[src/rtl/bit_serial_adder.sv]
// rtl/bit_serial_adder.sv - bit-serial adder, one full-adder cell, LSB-first, WIDTH cycles per add
//
// Purpose:
//   Adds two WIDTH-bit unsigned operands plus a carry-in using a single
//   full-adder cell. The operands are shifted through the cell LSB-first. The
//   carry is fed back through a flop, and the sum bits are collected in a
//   shift register. An add takes WIDTH+2 cycles, from accepting START to
//   being ready in IDLE again.
//
// Optional feature (macro BIT_SERIAL_ADDER_SUB_EN):
//   When defined, a SUB input is added. With SUB=1, ~B is loaded and the
//   carry starts at 1, so SUM = A-B mod 2^WIDTH. In that case COUT=1 means
//   A>=B (no borrow). When the macro is undefined, neither the SUB port nor
//   the inversion logic exists.
//
// Ports:
//   CLK    in   rising-edge clock
//   R      in   asynchronous active-low reset
//   START  in   begin an add; only sampled in IDLE
//   A, B   in   WIDTH-bit operands, captured on the accepted START edge
//   CIN    in   carry-in, captured on the accepted START edge
//   SUB    in   (BIT_SERIAL_ADDER_SUB_EN only) subtract select, captured with operands
//   BUSY   out  high in RUN and DONE
//   DONE   out  one-cycle pulse; SUM/COUT valid
//   SUM    out  WIDTH-bit result, held until the next result completes
//   COUT   out  final carry, held with SUM
//   SER_S  out  sum bit produced this cycle while in RUN, else 0

module bit_serial_adder_fa (
  input  logic a_i,
  input  logic b_i,
  input  logic c_i,
  output logic s_o,
  output logic c_o
);
  assign s_o = a_i ^ b_i ^ c_i;
  assign c_o = (a_i & b_i) | (b_i & c_i) | (c_i & a_i);
endmodule

module bit_serial_adder #(
  parameter int WIDTH = 8,
  parameter int CNT_W = 6
) (
  input  logic             CLK,
  input  logic             R,
  input  logic             START,
  input  logic [WIDTH-1:0] A,
  input  logic [WIDTH-1:0] B,
  input  logic             CIN,
`ifdef BIT_SERIAL_ADDER_SUB_EN
  input  logic             SUB,
`endif
  output logic             BUSY,
  output logic             DONE,
  output logic [WIDTH-1:0] SUM,
  output logic             COUT,
  output logic             SER_S
);

  typedef enum logic [1:0] {
    ST_IDLE = 2'b00,
    ST_RUN  = 2'b01,
    ST_DONE = 2'b10
  } state_t;

  localparam logic [CNT_W-1:0] LAST_CNT = CNT_W'(WIDTH - 1);

  state_t             state_q, state_d;
  logic [WIDTH-1:0]   areg_q, areg_d;
  logic [WIDTH-1:0]   breg_q, breg_d;
  // Holds the WIDTH-1 sum bits collected so far. The final bit comes
  // straight from the adder on the last RUN edge.
  logic [WIDTH-2:0]   sreg_q, sreg_d;
  logic               carry_q, carry_d;
  logic [CNT_W-1:0]   cnt_q, cnt_d;
  logic [WIDTH-1:0]   sum_q, sum_d;
  logic               cout_q, cout_d;

  logic               fa_s;
  logic               fa_c;
  logic [WIDTH-1:0]   b_load;
  logic               c_load;

`ifdef BIT_SERIAL_ADDER_SUB_EN
  // Two's-complement subtract: A + ~B + 1. The carry-in is ignored here.
  assign b_load = SUB ? ~B : B;
  assign c_load = SUB ? 1'b1 : CIN;
`else
  assign b_load = B;
  assign c_load = CIN;
`endif

  bit_serial_adder_fa u_fa (
    .a_i (areg_q[0]),
    .b_i (breg_q[0]),
    .c_i (carry_q),
    .s_o (fa_s),
    .c_o (fa_c)
  );

  always_comb begin
    state_d = state_q;
    areg_d  = areg_q;
    breg_d  = breg_q;
    sreg_d  = sreg_q;
    carry_d = carry_q;
    cnt_d   = cnt_q;
    sum_d   = sum_q;
    cout_d  = cout_q;
    BUSY    = 1'b0;
    DONE    = 1'b0;
    SER_S   = 1'b0;

    case (state_q)
      ST_IDLE: begin
        if (START) begin
          areg_d  = A;
          breg_d  = b_load;
          carry_d = c_load;
          cnt_d   = '0;
          sreg_d  = '0;
          state_d = ST_RUN;
        end
      end

      ST_RUN: begin
        BUSY    = 1'b1;
        SER_S   = fa_s;
        sreg_d  = {fa_s, sreg_q[WIDTH-2:1]};
        carry_d = fa_c;
        areg_d  = areg_q >> 1;
        breg_d  = breg_q >> 1;
        cnt_d   = cnt_q + CNT_W'(1);
        if (cnt_q == LAST_CNT) begin
          sum_d   = {fa_s, sreg_q};
          cout_d  = fa_c;
          state_d = ST_DONE;
        end
      end

      ST_DONE: begin
        BUSY    = 1'b1;
        DONE    = 1'b1;
        state_d = ST_IDLE;
      end

      default: begin
        state_d = ST_IDLE;
      end
    endcase
  end

  always_ff @(posedge CLK or negedge R) begin
    if (!R) begin
      state_q <= ST_IDLE;
      areg_q  <= '0;
      breg_q  <= '0;
      sreg_q  <= '0;
      carry_q <= 1'b0;
      cnt_q   <= '0;
      sum_q   <= '0;
      cout_q  <= 1'b0;
    end else begin
      state_q <= state_d;
      areg_q  <= areg_d;
      breg_q  <= breg_d;
      sreg_q  <= sreg_d;
      carry_q <= carry_d;
      cnt_q   <= cnt_d;
      sum_q   <= sum_d;
      cout_q  <= cout_d;
    end
  end

  assign SUM  = sum_q;
  assign COUT = cout_q;

endmodule

[config.mk]
export PLATFORM = sky130hd
export DESIGN_NAME = bit_serial_adder
export DESIGN_NICKNAME = d
export VERILOG_FILES = /design/src/rtl/bit_serial_adder.sv
export SDC_FILE = /design/constraint.sdc
export NUM_CORES = 1
export LEC_CHECK = 0
export ABC_AREA = 1
export BUFFER_PORTS_ARGS = -buffer_cell sky130_fd_sc_hd__buf_2
export CAP_MARGIN = 20
export CORE_AREA = 2 2 54 81
export CTS_BUF_LIST = sky130_fd_sc_hd__clkbuf_8
export CTS_CLUSTER_DIAMETER = 150
export DETAILED_ROUTE_END_ITERATION = 8
export DIE_AREA = 0 0 56 83
export HOLD_SLACK_MARGIN = 0.12
export PLACE_DENSITY = 0.69
export SKIP_CTS_REPAIR_TIMING = 1
export SLEW_MARGIN = 15
export SYNTH_ARGS = -nofsm -noshare
export SYNTH_HDL_FRONTEND = slang
export SYNTH_SLANG_ARGS = --single-unit
[constraint.sdc]
create_clock -name CLK -period 2 [get_ports CLK]
set_input_delay 0.6 -clock CLK [delete_from_list [all_inputs] [get_ports CLK]]
set_output_delay 0.6 -clock CLK [all_outputs]
set_load 0.05 [all_outputs]
# [After elaboration in Yosys (flattened, before gate mapping)]
# Index checks and enable logic that the tools add are counted.
[totals] out_inout_bits=12 regBits=41 wordCells=43 input_bits=20
[classes] n_eq_ne=5 n_addsub=1 mux=16 reduce_logical=6 bitwise_logic=7
[op_table] operator="$pmux 8 s2" count=2
[op_table] operator="$mux 8" count=2
[op_table] operator="$pmux 7 s2" count=1
[op_table] operator="$pmux 6 s2" count=1
[op_table] operator="$mux 7" count=1
[op_table] operator="$add 6x1->6 const B" count=1
[op_table] operator="$eq 6x3->1 const B" count=1
[op_table] operator="$mux 6" count=1
[op_table] operator="$reduce_and 2->1" count=3
[op_table] operator="$mux 1" count=4
[op_table] operator="$mux 2" count=2
[op_table] operator="$ne 2x2->1 const B" count=2
[op_table] operator="$pmux 2 s2" count=1
[op_table] operator="$and 1x1->1" count=3
[op_table] operator="$eq 2x1->1 const B" count=1
[op_table] operator="$eq 2x2->1 const B" count=1
[op_table] operator="$logic_not 2->1" count=1
[op_table] operator="$or 1x1->1" count=2
[op_table] operator="$pmux 1 s2" count=1
[op_table] operator="$reduce_bool 2->1" count=1
[op_table] operator="$reduce_or 2->1" count=1
[op_table] operator="$xor 1x1->1" count=2

# [Longest topological paths before layout]
# Gate-level depths: netlist of the first run.
[depth] depth_word=4 ltp_mapped=10 ltp_nobuf=9

# [Hierarchy]
# From an unflattened synthesis of the first run, not the netlist that was laid out.
[unflattened] hier_cells=217 hier_area_um2=1916.8
[modules_own_cells] mod="bit_serial_adder" seq_area_each_um2=1026.0 cells_per_inst=216 instances=1 area_per_inst_um2=1896.8
[modules_own_cells] mod="bit_serial_adder_fa" seq_area_each_um2=0.0 cells_per_inst=1 instances=1 area_per_inst_um2=20.0

# [Least setup slack after synthesis of the first run]
# No wires, ideal clock.
[synth_path] path_type="register to output" startpoint="register carry_q" endpoint="output SER_S" path_buffers=0 path_stages_with_launch=4 t_arrival_ps=1296 required_time_ps=1400 slack_ps=104 path_cell_list="dfrtp_1 -> fa_1 -> nand2_1 -> inv_1"
[synth_via] elab_chain_cells=2
[synth_rtl] element="from (decl)" line_no="74" rtl="logic carry_q, carry_d;"
[synth_rtl] element="from (signal assigned)" line_no="168" rtl="carry_q <= carry_d;"
[synth_rtl] element="$xor 1x1->1" line_no="36" rtl="assign s_o = a_i ^ b_i ^ c_i;"
[synth_rtl] element="via fa_s" line_no="79" rtl="logic fa_s;"
[synth_rtl] element="$mux 1" line_no="114" rtl="case (state_q)"
[synth_rtl] element="to (decl)" line_no="57" rtl="output logic SER_S"
# The timed path passes the listed nets, and every way through them passes these cells.

# [Final worst setup path of the first run]
[layout_path] startpoint="register areg_q[0]" endpoint="output SER_S"
[layout_via] elab_chain_cells=3
[layout_rtl] element="from (decl)" line_no="69" rtl="logic [WIDTH-1:0] areg_q, areg_d;"
[layout_rtl] element="from (signal assigned)" line_no="165" rtl="areg_q <= areg_d;"
[layout_rtl] element="$xor 1x1->1 (2 in series)" line_no="36"
[layout_rtl] element="via fa_s" line_no="79"
[layout_rtl] element="$mux 1" line_no="114"
# The timed path passes the listed nets, and every way through them passes these cells.

==> reports/results.txt, run 1 <==
Synth Net Count = 242
floorplan core area = 0.00392 sq mm
Hold Vio Cnt, Final = 0
commonest cells in the synthesized netlist = nand2_1, dfrtp_1, inv_1, nor2_1, a31oi_1
slowest stage delay, CP = 0.56 ns
clock buffers created by TritonCTS = 5
half-perimeter wire length after placement = 2.47 mm
final weighted congestion in routability-driven placement = 0.703
instance count after placement with tap cells included = 287
area of the mapped netlist = 0.00192 sq mm
final standard cell utilization of the core = 0.573
share of the synthesized area in the top cell type = 0.534
register-to-register path setup slack = 0.26 ns
required arrival time at the worst endpoint = 1.40 ns
areal power density over the cells = 1490 mW/mm^2
max_slew headroom = 0.657
number of nets in the final layout = 276
slew of the pin with the lowest slew margin = 0.514 ns
ys async rst share = 1.00
area enclosed by the die boundary = 0.00465 sq mm
r2r startpoint = state_q[1]
first-pass GRT wire length = 6.58 mm
number of non-filler instances in the completed layout = 297
leading cell type by number of instances after synthesis = nand2_1
total setup violations reported at the end of the flow = 1
setup repair after global routing missed its margin = yes
beginning of the critical path = areg_q[0]
biggest area consumer among synthesized cells = dfrtp_1
sequential cell area fraction in the yosys report = 0.534
run status = finished with violations
Setup WS pre-CTS = 0.0765 ns
leading cell types by total area after synthesis = dfrtp_1, nand2_1, a31oi_1
depth of the CTS H-tree = 2
cell at the slowest stage of the critical path = fa_1
clock latency reported for the late side of the worst-skew pair = 0.30 ns
startpoint type of the worst setup path = flip-flop
number of placement rows = 28
CTS tree = yes
peak supply drop = 0.00122 V
I/O Pins = 32
Routed WL = 3.51 mm
Worst Path Arrival = 1.55 ns
worst hold-check slack = 0.355 ns
worst-path cell chain = fa_1 > nand2_1 > inv_2 > buf_8
average via count per standard cell = 5.11
number of warnings printed during yosys synthesis = 0
minimum setup slack in the final design = -0.153 ns
Main synth FF type = dfrtp_1
vertical extent of the die = 83 microns
category of the critical setup timing path = reg2out
type of the most critical hold path = in2async
Reg2Reg Depth = 8
maximum clock rate = 0.464 GHz
number of DRC markers after the initial detailed-route iteration = 60
Tmin final = 2.15 ns
count of flip-flops with a built-in enable after synthesis = 0
detail-routed net length per standard cell = 11.8 microns
# Max-Cap Violations = 0
biggest fanout along the worst timing path = 2
kind of end point of the critical path = output pin
post-synthesis average cell area = 8.86 sq um
final sum of negative setup slack = -0.153 ns
Clock Pin Slew Worst Setup and Hold Paths = 0.08 ns
total via count in the routed design = 1519
standby leakage power = 1.14 nW
initial cell density of the core = 0.490
number of sinks on the clock net = 41
remaining routing DRC violations = 0
vias in the first global route = 1523
period utilisation layout = 1.08
overflow left after global routing = 0
number of antenna violations at the first check in global routing = 0
total iterations of the first detailed-routing run = 4
largest net degree at the start of global routing = 42
share of layout cells above drive strength 1 = 0.230
final-report max-slew violation count = 0
Syn Inst Count = 217
Area Overhead vs Synth = 16.9%
Post-Route Skew = 0.00590 ns
maximum count of clock buffers along a single path = 2
die width = 56 microns
number of buffer cells added on primary ports = 31
All-Layer GR Usage = 0.178
distinct cell type count of the synthesized netlist = 20
number of antenna diodes = 0
Post-DRT Antenna Nets = 0
cell at the root of the clock tree = clkbuf_8
violated checks = setup timing
capture instance of the worst register-to-register path = breg_q[7]
number of storage elements in the synthesis netlist = 41
## metal layers
layer	global-route usage	vias to the layer above	routed length [microns]	part of all wire
met5	0	-	0	0
met4	0.0758	0	57	0.016
met3	0.0436	8	181	0.052
met2	0.305	45	1800	0.51
met1	0.210	696	1470	0.42
li1	-	770	-	-
## registers in the layout, summed over array words and instances, names as in the netlist
signal / count
breg_q: 8
sreg_q: 7
state_q: 2
carry_q: 1
COUT: 1
areg_q: 8
cnt_q: 6
SUM: 8
## worst max-delay path: cells and delay by family, from the launching register on
| kind | cells | cell delay [ns] |
|---|---|---|
| fa+ha+maj | 1 | 0.56 |
| buf+inv | 2 | 0.22 |
| flops | 1 | 0.41 |
| simple gates | 1 | 0.07 |
## cell families after synthesis
kind of cell	count (synthesis)	share of synthesized area
AO/OA/AOI/OAI	35	0.118
adder cells (fa/ha/maj)	5	0.0364
buffers and inverters	32	0.0852
AND/OR/NAND/NOR	104	0.226
flip-flops	41	0.534
## layout make-up
cell class / instances / area [sq um]
well taps: 45 / 56.3
clock buffers: 5 / 68.8
repair buffers: 37 / 235
inverters: 22 / 82.6
fillers: 380 / 1680
clock inverters: 3 / 46.3
multi-input cells: 144 / 733
flip-flops and latches: 41 / 1030
## worst max path at each step
stage / endpoint / slack [ns] / depth (start not counted)
2_1_floorplan: SER_S / 0.10 / 3
3_3_place_gp: SER_S / 0.08 / 4
3_5_place_dp: SER_S / 0.08 / 4
4_1_cts: SER_S / -0.26 / 4
5_1_grt: SER_S / -0.21 / 4
6_report: SER_S / -0.15 / 4
## where the power goes
group	switching [W]	internal (W)	total (W)	leakage, nW
logic	0.000881	0.000528	0.00141	0.568
registers	0.000162	0.00111	0.00127	0.521
clock network	0.000300	0.000373	0.000674	0.0543
total	0.00134	0.00201	0.00336	1.14
## stage by stage
stage | cell area, sq um | total power [W]
detailed placement | 2110 | 0.00261
floorplan | 1920 | 0.00233
global placement | 2110 | 0.00258
global route | 2250 | 0.00363
finish | 2250 | 0.00336
CTS | 2220 | 0.00330
## cells in the final DEF, fill, tap and decap left out, drive strengths merged
master and instances:
clkinv 1, clkinvlp 1, nand2 74, clkbuf 5, nor2 20, dfrtp 41, a21oi 2, o21ai 12
buf 37, fa 1, bufinv 1, nand4 4, nand3 6, a31oi 15, ha 4, o22ai 6
inv 22
No activity file was read; power rests on OpenSTA's default activity.
==> run 2: changes to the inputs <==
--- a/config.mk
+++ b/config.mk
@@ -15,6 +15,7 @@
 export DIE_AREA = 0 0 56 83
 export HOLD_SLACK_MARGIN = 0.12
 export PLACE_DENSITY = 0.69
+export SETUP_SLACK_MARGIN = 0.5
 export SKIP_CTS_REPAIR_TIMING = 1
 export SLEW_MARGIN = 15
 export SYNTH_ARGS = -nofsm -noshare
==> run 2 against run 1 <==
The flow still finishes with violations (setup timing). Clock power up 2%. Clock skew grew 0.0014 ns. Via count grew 11%. Sequential share of layout area decreased by 8.4 points. Hold slack worse by 0.12 ns. First-iteration DRC count increased by 37%. Total power up 26%. Die area stayed put. Critical path depth is the same. Worst setup slack worse by 0.024 ns. Largest cell class unchanged.
==> reports/results.txt, run 2 (same netlist as run 1, synthesis figures left out) <==
run status = finished with violations
violated checks = setup timing
setup repair after global routing missed its margin = yes
CTS tree = yes
fraction of power consumed by the clock network = 0.162
number of placement rows = 28
share of power burned in registers = 0.309
Post-DRT Antenna Nets = 0
required arrival time at the worst endpoint = 1.40 ns
peak supply drop = 0.00118 V
number of inserted filler cells in the final layout = 305
first-pass GRT wire length = 6.09 mm
Worst Path Arrival = 1.58 ns
vias in the first global route = 1419
number of non-filler instances in the completed layout = 316
overflow left after global routing = 0
final weighted congestion in routability-driven placement = 0.769
Hold Vio Cnt, Final = 0
total setup violations reported at the end of the flow = 1
type of the most critical hold path = in2async
maximum clock rate = 0.459 GHz
multi-input gate area in the final layout = 938 sq um
detail-routed net length per standard cell = 15.1 microns
depth of the CTS H-tree = 2
number of nets in the final layout = 295
number of buffer cells added on primary ports = 31
biggest fanout along the worst timing path = 2
slew of the pin with the lowest slew margin = 0.441 ns
minimum setup slack in the final design = -0.177 ns
sum of buffers and inverters on the critical path = 2
total iterations of the first detailed-routing run = 4
clock latency reported for the late side of the worst-skew pair = 0.30 ns
startpoint type of the worst setup path = flip-flop
cell at the root of the clock tree = clkbuf_8
kind of end point of the critical path = output pin
remaining routing DRC violations = 0
die width = 56 microns
post-route standard cell area excluding fillers = 0.00275 sq mm
slowest stage delay, CP = 0.50 ns
share of layout cells above drive strength 1 = 0.410
half-perimeter wire length after placement = 2.50 mm
category of the critical setup timing path = reg2out
combinational fraction of design power = 0.529
clock buffers created by TritonCTS = 5
maximum count of clock buffers along a single path = 2
average via count per standard cell = 5.32
Largest delay share family, worst path = adder cells
max_slew headroom = 0.706
largest net degree at the start of global routing = 26
worst-path cell chain = fa_1 > nand2_2 > clkinvlp_4 > buf_8
Psw = 0.00173 W
final-report max-slew violation count = 0
number of antenna diodes = 0
areal power density over the cells = 1540 mW/mm^2
All-Layer GR Usage = 0.166
total via count in the routed design = 1682
number of sinks on the clock net = 41
area enclosed by the die boundary = 0.00465 sq mm
period utilisation layout = 1.09
# Max-Cap Violations = 0
switching part of the total power = 0.408
number of DRC markers after the initial detailed-route iteration = 82
total cell area at the placement stage = 0.00213 sq mm
register area = 0.00103 sq mm
cell at the slowest stage of the critical path = fa_1
floorplan core area = 0.00392 sq mm
Routed WL = 4.77 mm
Area Overhead vs Synth = 43.2%
Tmin final = 2.18 ns
initial cell density of the core = 0.490
vertical extent of the die = 83 microns
I/O Pins = 32
Clock Pin Slew Worst Setup and Hold Paths = 0.08 ns
Post-Route Skew = 0.00727 ns
cell-internal power = 0.00251 W
most frequent cells in the layout = nand2_1, dfrtp_1, buf_2
number of antenna violations at the first check in global routing = 0
standby leakage power = 1.32 nW
most common cell after layout, fill and taps aside = nand2_1
instance count after placement with tap cells included = 289
run 2: changes by cell type in the layout (fill, tap and decap cells not counted), moves of 8 or more:
cell	previous run	this run
buf_6	0	9
nand2_4	0	9
nand2_2	3	11
buf_4	4	15
nand2_1	71	53
buf_2	30	19
run 2: worst reg2reg max path: stages, from the launching register on:
cell,delay (ns)
dfrtp_1,0.43
inv_2,0.12
ha_4,0.15
buf_6,0.12
buf_12,0.14
clkinvlp_4,0.20
buf_12,0.22
nand2_4,0.08
a31oi_1,0.08
run 2: final timing paths:
check                            from    endpoint  slack [ns]  depth (start not counted)
max                         areg_q[0]       SER_S       -0.18                          4
min                                 R  state_q[1]        0.23                          1
max reg2reg                state_q[1]     carry_q        0.36                          8
min reg2reg                    SUM[4]      SUM[4]        0.48                          2
max in group asynchronous           R   sreg_q[0]        1.28                          2
min in group CLK               SUM[4]      SUM[4]        0.48                          2
run 2: power groups by stage:
stage	sequential [W]	combinational, W	clock (W)
final	0.00131	0.00224	0.000689
after global routing	0.00134	0.00239	0.000734
after CTS	0.00127	0.00136	0.000694
after detailed placement	0.00129	0.00136	0
after global placement	0.00127	0.00133	0
after floorplan	0.00134	0.00103	0
run 2: area by class of cell:
cell class / count / share of cell area
clock buffer: 6 / 0.0300
tap: 45 / 0.0204
clock inverter: 2 / 0.0123
timing repair buffer: 55 / 0.189
inverter: 22 / 0.0345
multi-input combinational: 145 / 0.341
sequential: 41 / 0.373
run 2: metrics by stage:
step | hold slack (ns) | power [W] | worst slack (ns) | utilization | TNS, ns
after CTS | 0.241 | 0.00333 | -0.293 | 0.573 | -0.293
after global placement | 0.459 | 0.00261 | 0.0697 | 0.543 | 0
final | 0.234 | 0.00424 | -0.177 | 0.702 | -0.177
after detailed placement | 0.464 | 0.00265 | 0.0334 | 0.543 | 0
after global routing | 0.255 | 0.00446 | -0.208 | 0.702 | -0.208
after floorplan | 0.304 | 0.00237 | 0.194 | - | 0
run 2: per-layer routing:
layer	track usage	wire length (microns)
met5	0	0
met4	0.0801	78
met3	0.0436	305
met1	0.183	1780
met2	0.291	2610
